==> src/rtl/seq_pattern_tx.sv <==
// Serial pattern transmitter: captures a WIDTH-bit pattern on start and shifts it out
// MSB-first, optionally repeating it rpt extra times with GAP idle cycles between copies.
module seq_pattern_tx #(
    parameter int WIDTH = 4,
    parameter int GAP   = 0
) (
    input  logic             clk,
    input  logic             rst,
    input  logic             start,
    input  logic [WIDTH-1:0] pattern,
    input  logic [3:0]       rpt,
    output logic             dout,
    output logic             dvalid,
    output logic             busy,
    output logic             done
);

    localparam int            BW       = (WIDTH > 1) ? $clog2(WIDTH) : 1;
    localparam logic [BW-1:0] BIT_LAST = BW'(WIDTH - 1);
    localparam logic [3:0]    GAP_LOAD = (GAP > 0) ? 4'(GAP - 1) : 4'd0;

    typedef enum logic [1:0] {
        ST_IDLE  = 2'd0,
        ST_SHIFT = 2'd1,
        ST_GAP   = 2'd2,
        ST_DONE  = 2'd3
    } state_e;

    state_e            state_q,  state_d;
    logic [WIDTH-1:0]  shreg_q,  shreg_d;
    logic [WIDTH-1:0]  saved_q,  saved_d;
    logic [BW-1:0]     bitcnt_q, bitcnt_d;
    logic [3:0]        repcnt_q, repcnt_d;
    logic [3:0]        gapcnt_q, gapcnt_d;

    always_ff @(posedge clk or posedge rst) begin
        if (rst) begin
            state_q  <= ST_IDLE;
            shreg_q  <= '0;
            saved_q  <= '0;
            bitcnt_q <= '0;
            repcnt_q <= '0;
            gapcnt_q <= '0;
        end else begin
            state_q  <= state_d;
            shreg_q  <= shreg_d;
            saved_q  <= saved_d;
            bitcnt_q <= bitcnt_d;
            repcnt_q <= repcnt_d;
            gapcnt_q <= gapcnt_d;
        end
    end

    always_comb begin
        state_d  = state_q;
        shreg_d  = shreg_q;
        saved_d  = saved_q;
        bitcnt_d = bitcnt_q;
        repcnt_d = repcnt_q;
        gapcnt_d = gapcnt_q;
        case (state_q)
            ST_IDLE: begin
                if (start) begin
                    shreg_d  = pattern;
                    saved_d  = pattern;
                    repcnt_d = rpt;
                    bitcnt_d = BIT_LAST;
                    state_d  = ST_SHIFT;
                end
            end
            ST_SHIFT: begin
                shreg_d  = shreg_q << 1;
                bitcnt_d = bitcnt_q - 1'b1;
                if (bitcnt_q == '0) begin
                    if (repcnt_q == 4'd0) begin
                        state_d = ST_DONE;
                    end else if (GAP == 0) begin
                        // Back-to-back copies: reload without leaving SHIFT so dvalid stays high.
                        shreg_d  = saved_q;
                        bitcnt_d = BIT_LAST;
                        repcnt_d = repcnt_q - 4'd1;
                    end else begin
                        gapcnt_d = GAP_LOAD;
                        repcnt_d = repcnt_q - 4'd1;
                        state_d  = ST_GAP;
                    end
                end
            end
            ST_GAP: begin
                gapcnt_d = gapcnt_q - 4'd1;
                if (gapcnt_q == 4'd0) begin
                    shreg_d  = saved_q;
                    bitcnt_d = BIT_LAST;
                    state_d  = ST_SHIFT;
                end
            end
            ST_DONE: state_d = ST_IDLE;
            default: state_d = ST_IDLE;
        endcase
    end

    // Moore outputs: decoded only from registered state and the shift register.
    always_comb begin
        dout   = (state_q == ST_SHIFT) && shreg_q[WIDTH-1];
        dvalid = (state_q == ST_SHIFT);
        busy   = (state_q == ST_SHIFT) || (state_q == ST_GAP);
        done   = (state_q == ST_DONE);
    end

endmodule

==> config.mk <==
export PLATFORM = sky130hd
export DESIGN_NAME = seq_pattern_tx
export DESIGN_NICKNAME = d
export VERILOG_FILES = /design/src/rtl/seq_pattern_tx.sv
export SDC_FILE = /design/constraint.sdc
export NUM_CORES = 1
export LEC_CHECK = 0
export BUFFER_PORTS_ARGS = -buffer_cell sky130_fd_sc_hd__buf_2
export CAP_MARGIN = 20
export CORE_UTILIZATION = 50
export DETAILED_ROUTE_END_ITERATION = 8
export GPL_ROUTABILITY_DRIVEN = 0
export PLACE_DENSITY = 0.7
export SYNTH_ARGS = -nofsm -noshare
export SYNTH_HDL_FRONTEND = slang
export SYNTH_SLANG_ARGS = --single-unit
==> constraint.sdc <==
create_clock -name clk -period 2.6 [get_ports clk]
set_input_delay 0.65 -clock clk [delete_from_list [all_inputs] [get_ports clk]]
set_output_delay 0.65 -clock clk [all_outputs]
set_load 0.01 [all_outputs]
# --- After elaboration in Yosys (flattened, before gate mapping) ---
# Cells that the tools add are included.
totals:
  regBits: 20
  latchBits: 0
  ramBits: 0
  rom_bits: 0
  output_inout_bits: 4
  elab_cells: 48
  memories: 0
op_classes:
  add_sub_neg: 3
  n_mul: 0
  div_mod_pow: 0
  n_lt_le_gt_ge: 0
  n_eq_ne: 8
  n_shift: 0
  n_mux: 19
  n_bitwise: 0
  n_reduce_logical: 12
ops:
  columns: ["cell", "n"]
  rows:
  - ["$mux 4", 7]
  - ["$mux 2", 8]
  - ["$pmux 4 s3", 1]
  - ["$logic_not 4->1", 2]
  - ["$pmux 2 s4", 1]
  - ["$pmux 4 s2", 1]
  - ["$reduce_and 4->1", 2]
  - ["$sub 4x1->4 const B", 2]
  - ["$ne 2x2->1 const B", 3]
  - ["$pmux 2 s3", 1]
  - ["$eq 2x2->1 const B", 2]
  - ["$logic_not 2->1", 2]
  - ["$ne 2x1->1 const B", 2]
  - ["$reduce_and 3->1", 1]
  - ["$reduce_bool 3->1", 1]
  - ["$eq 2x1->1 const B", 1]
  - ["$reduce_and 2->1", 1]
  - ["$reduce_bool 2->1", 1]
  - ["$sub 2x1->2 const B", 1]
  - ["$logic_and 1x1->1", 1]
  - ["$logic_or 1x1->1", 1]

# --- Longest topological paths before layout ---
# Gate-level depths: netlist of the first run.
depth:
  depth_word: 4
  ltp_mapped: 7
  mapped_depth_nobuf: 6

# --- Worst setup path before layout of the first run ---
# No wires, ideal clock.
synth_timing:
  path_kind: "register -> output"
  from: "register state_q[1]"
  to: "output dout"
  arrival_ns: 1.232
  t_required_ns: 1.950
  setup_slack_ns: 0.718
  stages_incl_launch_ff: 5
  path_cell_list: "dfrtp_1 inv_1 ha_1 clkbuf_1 and2_1"
synth_between:
  elab_chain_cells: 2
synth_lines:
  columns: ["item", "line_no", "text"]
  rows:
  - ["start: declaration", "29", "state_e state_q, state_d;"]
  - ["start signal: assignment", "45", "state_q <= state_d;"]
  - ["$eq 2x1->1", null, null]
  - ["net dvalid", "13", "output logic dvalid,"]
  - ["$logic_and 1x1->1", "104", "dout = (state_q == ST_SHIFT) && shreg_q[WIDTH-1];"]
  - ["end: declaration", "12", "output logic dout,"]
# The timed path passes the listed nets, and every way through them passes these cells.

# --- Worst setup path after layout of the first run ---
layout_timing:
  from: "register state_q[1]"
  to: "output dout"
layout_between:
  elab_chain_cells: 2
layout_lines:
  columns: ["item", "line_no"]
  rows:
  - ["$eq 2x1->1", "104"]
  - ["$logic_and 1x1->1", "104"]
# Every way passes these cells.

==> results.toml, run 1 <==
[clocking]
post_cts_buffers = 0
htreeDepth = 1
cts-root-buf = "clkbuf_4"
cts_resized = 0
cts_sinks = 20
numCtsBuffers = 3
cts_tree = "done"
clk_latency_ns = 0.30
cts_buffer_depth = 2
clk_pin_slew_ns = 0.12
hold_buffers = 0

[worst_setup_path]
crit_path_start_kind = "flip-flop"
crit_cells = 5
crit_type = "reg -> out"
r2r-end = "bitcnt_q[0]"
arrival_ns = 1.56
required_ns = 1.95
crit_chain = "inv_1, ha_1, buf_4, and2_1, buf_2"
r2r_cells = 5
max_stage_delay_ns = 0.43
r2r_start = "gapcnt_q[0]"
cp-end-kind = "output pin"
crit_end = "dout"
slowest_stage = "dfrtp_1"
crit_path_start = "state_q[1]"
cp_top_family = "flip-flops"
cp_max_fo = 9
rrSetupSlack_ns = 0.72
path_buf_inv = 3

[cells_and_area]
syn_to_final_growth_pct = 11.57
final_cells = 154
multi_input_area_um2 = 545.5
drive_above_1_share = 0.2283
nets = 147
num-fill-cells = 186
post-route-cell-area_um2 = 1242
n_antenna_cell = 0
seq_area_um2 = 500.5

[flow_run]
max-cap-violations = 0

[die]
io_pins = 15
die_w_um = 49.19
chipHeight_um = 49.19
dieArea_um2 = 2420
rows = 16
coreArea_um2 = 2022
start_util = 0.5507

[timing]
hold_violations = 0
rsz0062_at_grt = "false"
post-route-worst-setup-slack_ns = 0.3867
setup_tns_ns = 0
post-route-period-util = 0.8513
tightest_slew_ns = 0.7897
fin_worst_skew_ns = 0.005463
max_clock_freq_mhz = 451.8
maxSlewViolCount = 0
relSlewSlack = 0.4729
fin_hold_ws_ns = 0.4755
layout_min_cycle_time_ns = 2.213
finalSetupViolCount = 0

[yosys]
synth_top_flop_cell = "dfrtp_1"
synth_nets = 130
avgSynthCellArea_um2 = 10.03
ys_ff_latch = 20
synth_edf_count = 0
syn-cell-area_um2 = 1114
synth_cell_types = 29
async_flop_share = 1.000
ys_seq_area_frac = 0.4494
yosysWarnings = 0
netlist_instances = 111

[global_route]
first_global_vias = 772
antenna_found_initial = 0
use_met1 = 0.2364
grt_max_degree = 21
gr-usage-met3 = 0.04361
gr-total-overflow = 0
grtUsageTotal = 0.1800
busiest_layer = "met2"
use_met2 = 0.2968
grt_pass1_wl_um = 3298

[detailed_routing]
vias = 798
drc_errors = 0
wirelength_um = 1896
drtIter0Drc = 10
drt_pass1_iterations = 4
viasPerCell = 5.182
ant_nets = 0
avgRoutedWirePerCell_um = 12.31

[power]
total_leakage_power_nw = 0.6245
ir_drop_v = 0.0006237
power_density_nw_per_um2 = 1208

[placed_design]
place_area_um2 = 1206
place_hpwl_um = 1439
place_worst_setup_slack_ns = 0.7175
place.port_buffers = 14
dpl.cell_count = 150

[hold_path]
hold_path.class = "in -> async"

[outcome]
outcome = "completed"
-- per-stage QoR --
step	total power, mW	utilization
3_5_place_dp	1.334	0.5965
4_1_cts	1.517	0.6145
5_1_grt	1.652	0.6145
3_3_place_gp	1.304	0.5965
6_report	1.500	0.6145
2_1_floorplan	1.172	-
-- logic make-up after synthesis --
group | synth area share
simple gates | 0.1202
compound gates | 0.1775
flops | 0.4494
buf+inv | 0.06068
mux | 0.07865
fa+ha+maj | 0.08989
xor+xnor | 0.02360
-- where the power goes --
| part | internal (mW) | switching (mW) | leakage [nW] |
|---|---|---|---|
| combinational | 0.369 | 0.413 | 0.358 |
| sequential | 0.451 | 0.0876 | 0.246 |
| clock | 0.0853 | 0.0944 | 0.0210 |
| total | 0.905 | 0.595 | 0.624 |
-- cell type report --
type	count	area share
inverters	13	0.03927
repair buffers	15	0.06244
clock buffers	4	0.02920
multi-input cells	75	0.4391
flip-flops and latches	20	0.4028
well taps	27	0.02719
-- per-layer routing --
metal  share of wire  vias to the layer above
met5               0                        -
met4               0                        0
met3           0.037                        0
met2            0.46                       14
met1            0.50                      371
li1                -                      413
-- state kept, by name (all words and copies together), names as in the netlist --
name and count:
gapcnt_q 4, repcnt_q 4, saved_q 4, shreg_q 4, bitcnt_q 2, state_q 2
-- cells in the final DEF (no fill, tap or decap) --
cell	Yosys	layout
mux2i_1	2	2
nor3b_1	1	1
mux2_2	6	6
xor2_1	2	2
nor4b_1	1	1
a221oi_1	3	3
and2_1	1	1
o21a_1	2	2
a21oi_1	4	4
clkbuf_4	0	3
o31ai_2	3	3
nor3_1	1	1
a21o_2	1	1
nor2_1	11	11
buf_2	0	14
nor2b_1	2	2
o31ai_1	1	1
a31oi_1	3	3
dfrtp_1	20	20
buf_4	0	1
nand2_1	10	10
nand2b_1	1	1
ha_1	8	8
clkbuf_8	0	1
or3b_1	1	1
inv_1	13	13
a211o_1	1	1
o22a_1	2	2
o21ai_0	6	6
xnor2_1	1	1
o21bai_1	1	1
-- worst min-delay path by stage --
stage,start,to,slack [ns],cells past startpoint
finish,rst,saved_q[1],0.48,2
global route,gapcnt_q[3],gapcnt_q[3],0.50,1
CTS,gapcnt_q[3],gapcnt_q[3],0.48,1
detailed placement,gapcnt_q[3],gapcnt_q[3],0.46,1
global placement,gapcnt_q[3],gapcnt_q[3],0.46,1
floorplan,gapcnt_q[3],gapcnt_q[3],0.44,1
-- Yosys cell counts, types with 3 or more instances --
cell / count / area, um2
a21oi_1: 4 / 20.02
nand2_1: 10 / 37.54
ha_1: 8 / 100.1
nor2_1: 11 / 41.29
o21ai_0: 6 / 30.03
dfrtp_1: 20 / 500.5
a31oi_1: 3 / 18.77
a221oi_1: 3 / 26.28
mux2_2: 6 / 67.56
inv_1: 13 / 48.80
o31ai_2: 3 / 37.54
-- worst register-to-register path: stages, from the launching register on --
cell,delay [ns]
dfrtp_1,0.42
inv_1,0.06
ha_1,0.15
or3b_1,0.37
a211o_1,0.46
mux2_2,0.32
Power figures use the tool's default switching activity.
==> run 2, diff against run 1 <==
--- a/config.mk
+++ b/config.mk
@@ -10,6 +10,7 @@
 export CORE_UTILIZATION = 50
 export DETAILED_ROUTE_END_ITERATION = 8
 export GPL_ROUTABILITY_DRIVEN = 0
+export GPL_TIMING_DRIVEN = 0
 export PLACE_DENSITY = 0.7
 export SYNTH_ARGS = -nofsm -noshare
 export SYNTH_HDL_FRONTEND = slang
==> constraint.sdc (replaced) <==
create_clock -name clk -period 2.6 [get_ports clk]
set_input_delay 0.13 -clock clk [delete_from_list [all_inputs] [get_ports clk]]
set_output_delay 0.13 -clock clk [all_outputs]
set_load 0.01 [all_outputs]
==> run 2 against run 1 <==
Net effect: power up 1.6%; core utilization rose by 1.1 points; clock power rose by 2%; register-to-register slack improved by 0.03 ns; sequential power decreased by 0.7%; clock skew grew 0.0027 ns; die area did not move; clock-buffer cell count unchanged; global-route usage is 0.35 points lower; final cell count up 1.9%; non-clock buffer count is 3 higher; critical path type unchanged; critical endpoint unchanged; largest cell class unchanged; largest power group unchanged.
==> results.toml, run 2 (synthesized netlist as in run 1, its figures left out) <==
[outcome]
outcome = "completed"

[global_route]
busiest_layer = "met2"
first_global_vias = 805
grt_max_degree = 21
gr-usage-met3 = 0.05296
grtUsageTotal = 0.1765
use_met2 = 0.3151
use_met1 = 0.2157
grt_pass1_wl_um = 3305
antenna_found_initial = 0
gr-total-overflow = 0

[clocking]
cts_sinks = 20
cts_tree = "done"
clk_pin_slew_ns = 0.12
cts_buffer_depth = 2
post_cts_buffers = 0
htreeDepth = 1
cts-root-buf = "clkbuf_4"
clk_latency_ns = 0.31
numCtsBuffers = 3

[worst_setup_path]
arrival_ns = 1.76
crit_type = "reg -> out"
r2r_start = "repcnt_q[0]"
rrSetupSlack_ns = 0.75
cp_max_fo = 10
cp-end-kind = "output pin"
r2r_cells = 6
required_ns = 2.47
crit_path_start_kind = "flip-flop"
crit_end = "dout"
crit_path_start = "state_q[1]"
r2r-end = "repcnt_q[1]"

[timing]
fin_worst_skew_ns = 0.008117
post-route-period-util = 0.7270
setup_tns_ns = 0
relSlewSlack = 0.4875
rsz0062_at_grt = "false"
hold_violations = 0
max_clock_freq_mhz = 529.1
fin_hold_ws_ns = 0.06701
maxSlewViolCount = 0
finalSetupViolCount = 0
tightest_slew_ns = 0.7679
layout_min_cycle_time_ns = 1.890

[power]
p_clk_frac = 0.121
intPower_mw = 0.9147
swShare = 0.4000
power_density_nw_per_um2 = 1206
total_leakage_power_nw = 0.6329
combPwrFrac = 0.528
ir_drop_v = 0.0006698
switchingPower_mw = 0.6098
sequentialPowerShare = 0.351

[die]
io_pins = 15
start_util = 0.5507
coreArea_um2 = 2022
rows = 16
dieArea_um2 = 2420
die_w_um = 49.19
chipHeight_um = 49.19

[detailed_routing]
ant_nets = 0
wirelength_um = 1895
drt_pass1_iterations = 4
vias = 830
drtIter0Drc = 17
avgRoutedWirePerCell_um = 12.07
drc_errors = 0
viasPerCell = 5.287

[cells_and_area]
syn_to_final_growth_pct = 13.48
n_antenna_cell = 0
drive_above_1_share = 0.2231
layout_commonest_cell = "dfrtp_1"
mostFrequentLayoutCells = "20 x dfrtp_1, 14 x buf_2, 13 x inv_1"
nets = 150

[placed_design]
place.port_buffers = 14
place_hpwl_um = 1421

[flow_run]
max-cap-violations = 0

[hold_path]
min-delay-start = "pattern[0]"
hold_path.class = "in -> reg"
-- run 2: stage by stage --
step                      instances  area [um2]    util  total power [mW]  setup WS [ns]
after floorplan                 111        1114       -             1.172         0.9051
after global placement          152        1217  0.6021             1.316         0.7691
after detailed placement        152        1217  0.6021             1.352         0.7583
after CTS                       157        1264  0.6250             1.537         0.7018
after global routing            157        1264  0.6250             1.676         0.5379
final                           157        1264  0.6250             1.525         0.7098
-- run 2: cell type report --
class	instances	area [um2]
fill	172	758.2
multi-input combinational	75	545.5
sequential	20	500.5
timing repair buffer	15	80.08
inverter	13	48.80
clock buffer	4	36.28
tap	27	33.78
buffer	3	18.77
-- run 2: timing repair --
action	in CTS	in global routing
hold buffers	1	0
hold endpoints to repair	20	0
gates resized for setup	0	0
-- run 2: layer usage --
layer  routed length [um]  up-vias
met5                    0        -
met4                    0        0
met3                  104        0
met2                  823       25
met1                  967      385
li1                     -      420
-- run 2: power groups by stage --
stage / clock network, mW / registers [mW] / logic, mW
finish: 0.184 / 0.535 / 0.805
CTS: 0.189 / 0.535 / 0.812
global placement: 0 / 0.538 / 0.778
floorplan: 0 / 0.521 / 0.650
global route: 0.201 / 0.551 / 0.925
detailed placement: 0 / 0.542 / 0.810
-- run 2: worst max-delay path: stages, from the launching register on --
cell and delay (ns):
dfrtp_1 0.43, inv_1 0.10, ha_1 0.25, clkbuf_1 0.36, and2_1 0.18, buf_2 0.12
-- run 2: worst min path at each step --
| stage | end | slack, ns | cells after the start |
|---|---|---|---|
| 2_1_floorplan | bitcnt_q[0] | 0.09 | 1 |
| 3_3_place_gp | gapcnt_q[1] | 0.30 | 2 |
| 3_5_place_dp | gapcnt_q[1] | 0.30 | 2 |
| 4_1_cts | saved_q[0] | 0.06 | 2 |
| 5_1_grt | saved_q[1] | 0.06 | 2 |
| 6_report | saved_q[0] | 0.07 | 2 |
==> run 3, diff against run 2 <==
--- a/config.mk
+++ b/config.mk
@@ -11,7 +11,7 @@
 export DETAILED_ROUTE_END_ITERATION = 8
 export GPL_ROUTABILITY_DRIVEN = 0
 export GPL_TIMING_DRIVEN = 0
-export PLACE_DENSITY = 0.7
+export PLACE_DENSITY = 0.73
 export SYNTH_ARGS = -nofsm -noshare
 export SYNTH_HDL_FRONTEND = slang
 export SYNTH_SLANG_ARGS = --single-unit
==> constraint.sdc (replaced) <==
create_clock -name clk -period 1.6 [get_ports clk]
set_input_delay 0.08 -clock clk [delete_from_list [all_inputs] [get_ports clk]]
set_output_delay 0.08 -clock clk [all_outputs]
set_load 0.01 [all_outputs]
==> run 3 against run 2 <==
Net effect: the flow now finishes with violations (setup timing); first-iteration DRC count decreased by 53%; global-route usage increased by 1.9 points; setup slack got worse by 0.86 ns; sequential power increased by 66%; register-to-register slack got worse by 0.90 ns; critical path depth increased by 2; sequential cell count unchanged; sequential share of layout area decreased by 3.4 points; hold slack got worse by 0.038 ns; final cell count increased by 3.2%; critical path type is now reg -> reg; highest routed layer is now met4.
==> results.toml, run 3 (synthesized netlist as in run 1, its figures left out) <==
[clocking]
cts_buffer_depth = 2
numCtsBuffers = 3
clk_latency_ns = 0.29
cts_tree = "done"
cts_sinks = 20
htreeDepth = 1
clk_pin_slew_ns = 0.11
cts-root-buf = "clkbuf_4"

[detailed_routing]
viasPerCell = 5.302
drc_errors = 0
ant_nets = 0
avgRoutedWirePerCell_um = 13.29
wirelength_um = 2153
drt_pass1_iterations = 3
drtIter0Drc = 8
vias = 859

[power]
p_clk_frac = 0.102
total_leakage_power_nw = 0.6910
swShare = 0.3997
intPower_mw = 1.705
power_density_nw_per_um2 = 2052
sequentialPowerShare = 0.313
ir_drop_v = 0.001272
switchingPower_mw = 1.135
combPwrFrac = 0.585

[timing]
max_clock_freq_mhz = 570.8
hold_violations = 0
layout_min_cycle_time_ns = 1.752
maxSlewViolCount = 0
post-route-worst-setup-slack_ns = -0.1520
fin_hold_ws_ns = 0.02872
relSlewSlack = 0.4954
rsz0062_at_grt = "true"
post-route-period-util = 1.095
tightest_slew_ns = 0.7561
finalSetupViolCount = 9
fin_worst_skew_ns = 0.004779

[worst_setup_path]
cp_max_fo = 5
cp-end-kind = "flip-flop"
crit_path_start_kind = "flip-flop"
crit_type = "reg -> reg"
rrSetupSlack_ns = -0.15
arrival_ns = 1.93
required_ns = 1.78

[global_route]
use_met1 = 0.2439
busiest_layer = "met2"
antenna_found_initial = 0
grt_pass1_wl_um = 3505
gr-usage-met3 = 0.02804
use_met2 = 0.3311
grt_max_degree = 21
gr-total-overflow = 0
grtUsageTotal = 0.1951
first_global_vias = 802

[die]
start_util = 0.5507
coreArea_um2 = 2022
dieArea_um2 = 2420
rows = 16
io_pins = 15
chipHeight_um = 49.19
die_w_um = 49.19

[cells_and_area]
mostFrequentLayoutCells = "20 x dfrtp_1, 14 x buf_2, 13 x inv_1"
n_antenna_cell = 0
num-fill-cells = 167
post-route-cell-area_um2 = 1384
seq_area_um2 = 500.5
multi_input_area_um2 = 614.3
syn_to_final_growth_pct = 24.27
drive_above_1_share = 0.3778
nets = 155
final_cells = 162
postLayoutCoreUtil = 0.6844
layout_commonest_cell = "dfrtp_1"

[flow_run]
max-cap-violations = 0

[hold_path]
hold_path.class = "in -> reg"

[outcome]
outcome = "finished with violations"
violations = "setup timing"

[placed_design]
dpl.cell_count = 152
place_area_um2 = 1227
place.port_buffers = 14
place_hpwl_um = 1503
[run 3: cell count changes in the layout (fill, tap and decap cells not counted), sizes merged]
cell / previous run / this run
buf: 15 / 21
clkbuf: 6 / 5
[run 3: area by class of cell]
class	instances	share of cell area
multi-input combinational	75	0.4439
sequential	20	0.3617
timing repair buffer	21	0.09042
inverter	13	0.03526
clock buffer	4	0.02622
tap	27	0.02441
buffer	2	0.01808
[run 3: through the flow]
| step | setup WS [ns] | power, mW | TNS [ns] |
|---|---|---|---|
| after global placement | -0.2079 | 2.164 | -1.491 |
| after global routing | -0.2118 | 3.081 | -1.827 |
| final | -0.1520 | 2.840 | -0.8348 |
| after CTS | -0.1299 | 2.661 | -0.7003 |
| after floorplan | -0.01640 | 1.924 | -0.08552 |
| after detailed placement | -0.2423 | 2.234 | -1.815 |
[run 3: final timing paths]
kind | from | to | depth (start not counted)
setup / recovery | gapcnt_q[1] | shreg_q[1] | 7
hold / removal | pattern[0] | saved_q[0] | 2
setup reg to reg | gapcnt_q[1] | shreg_q[1] | 7
hold reg to reg | shreg_q[3] | shreg_q[3] | 2
max in group asynchronous | rst | shreg_q[1] | 3
min in group asynchronous | rst | shreg_q[0] | 3
[run 3: what timing repair did]
| item | CTS | global route |
|---|---|---|
| setup endpoints to repair | 13 | 15 |
| hold buffers | 1 | 0 |
| hold endpoints to repair | 20 | 0 |
| setup buffers | 3 | 2 |
| cloned | 0 | 1 |
| pin swaps | 0 | 2 |
| gates resized for setup | 10 | 10 |
[run 3: worst max-delay path: stages (launching register included)]
cell and delay [ns]:
dfrtp_1 0.40, inv_1 0.06, ha_2 0.17, or3b_4 0.38, a211o_1 0.32, buf_4 0.18
nand2_2 0.08, o31ai_4 0.06
[run 3: layer usage]
metal / wire (um) / share of wire
met1: 1008 / 0.47
met2: 1093 / 0.51
met3: 30 / 0.014
met4: 21 / 0.0098
met5: 0 / 0
[run 3: power groups by stage]
stage / logic, mW / clock network [mW] / registers, mW
global placement: 1.28 / 0 / 0.882
CTS: 1.49 / 0.298 / 0.871
detailed placement: 1.34 / 0 / 0.890
finish: 1.66 / 0.289 / 0.889
floorplan: 1.07 / 0 / 0.853
global route: 1.84 / 0.322 / 0.916
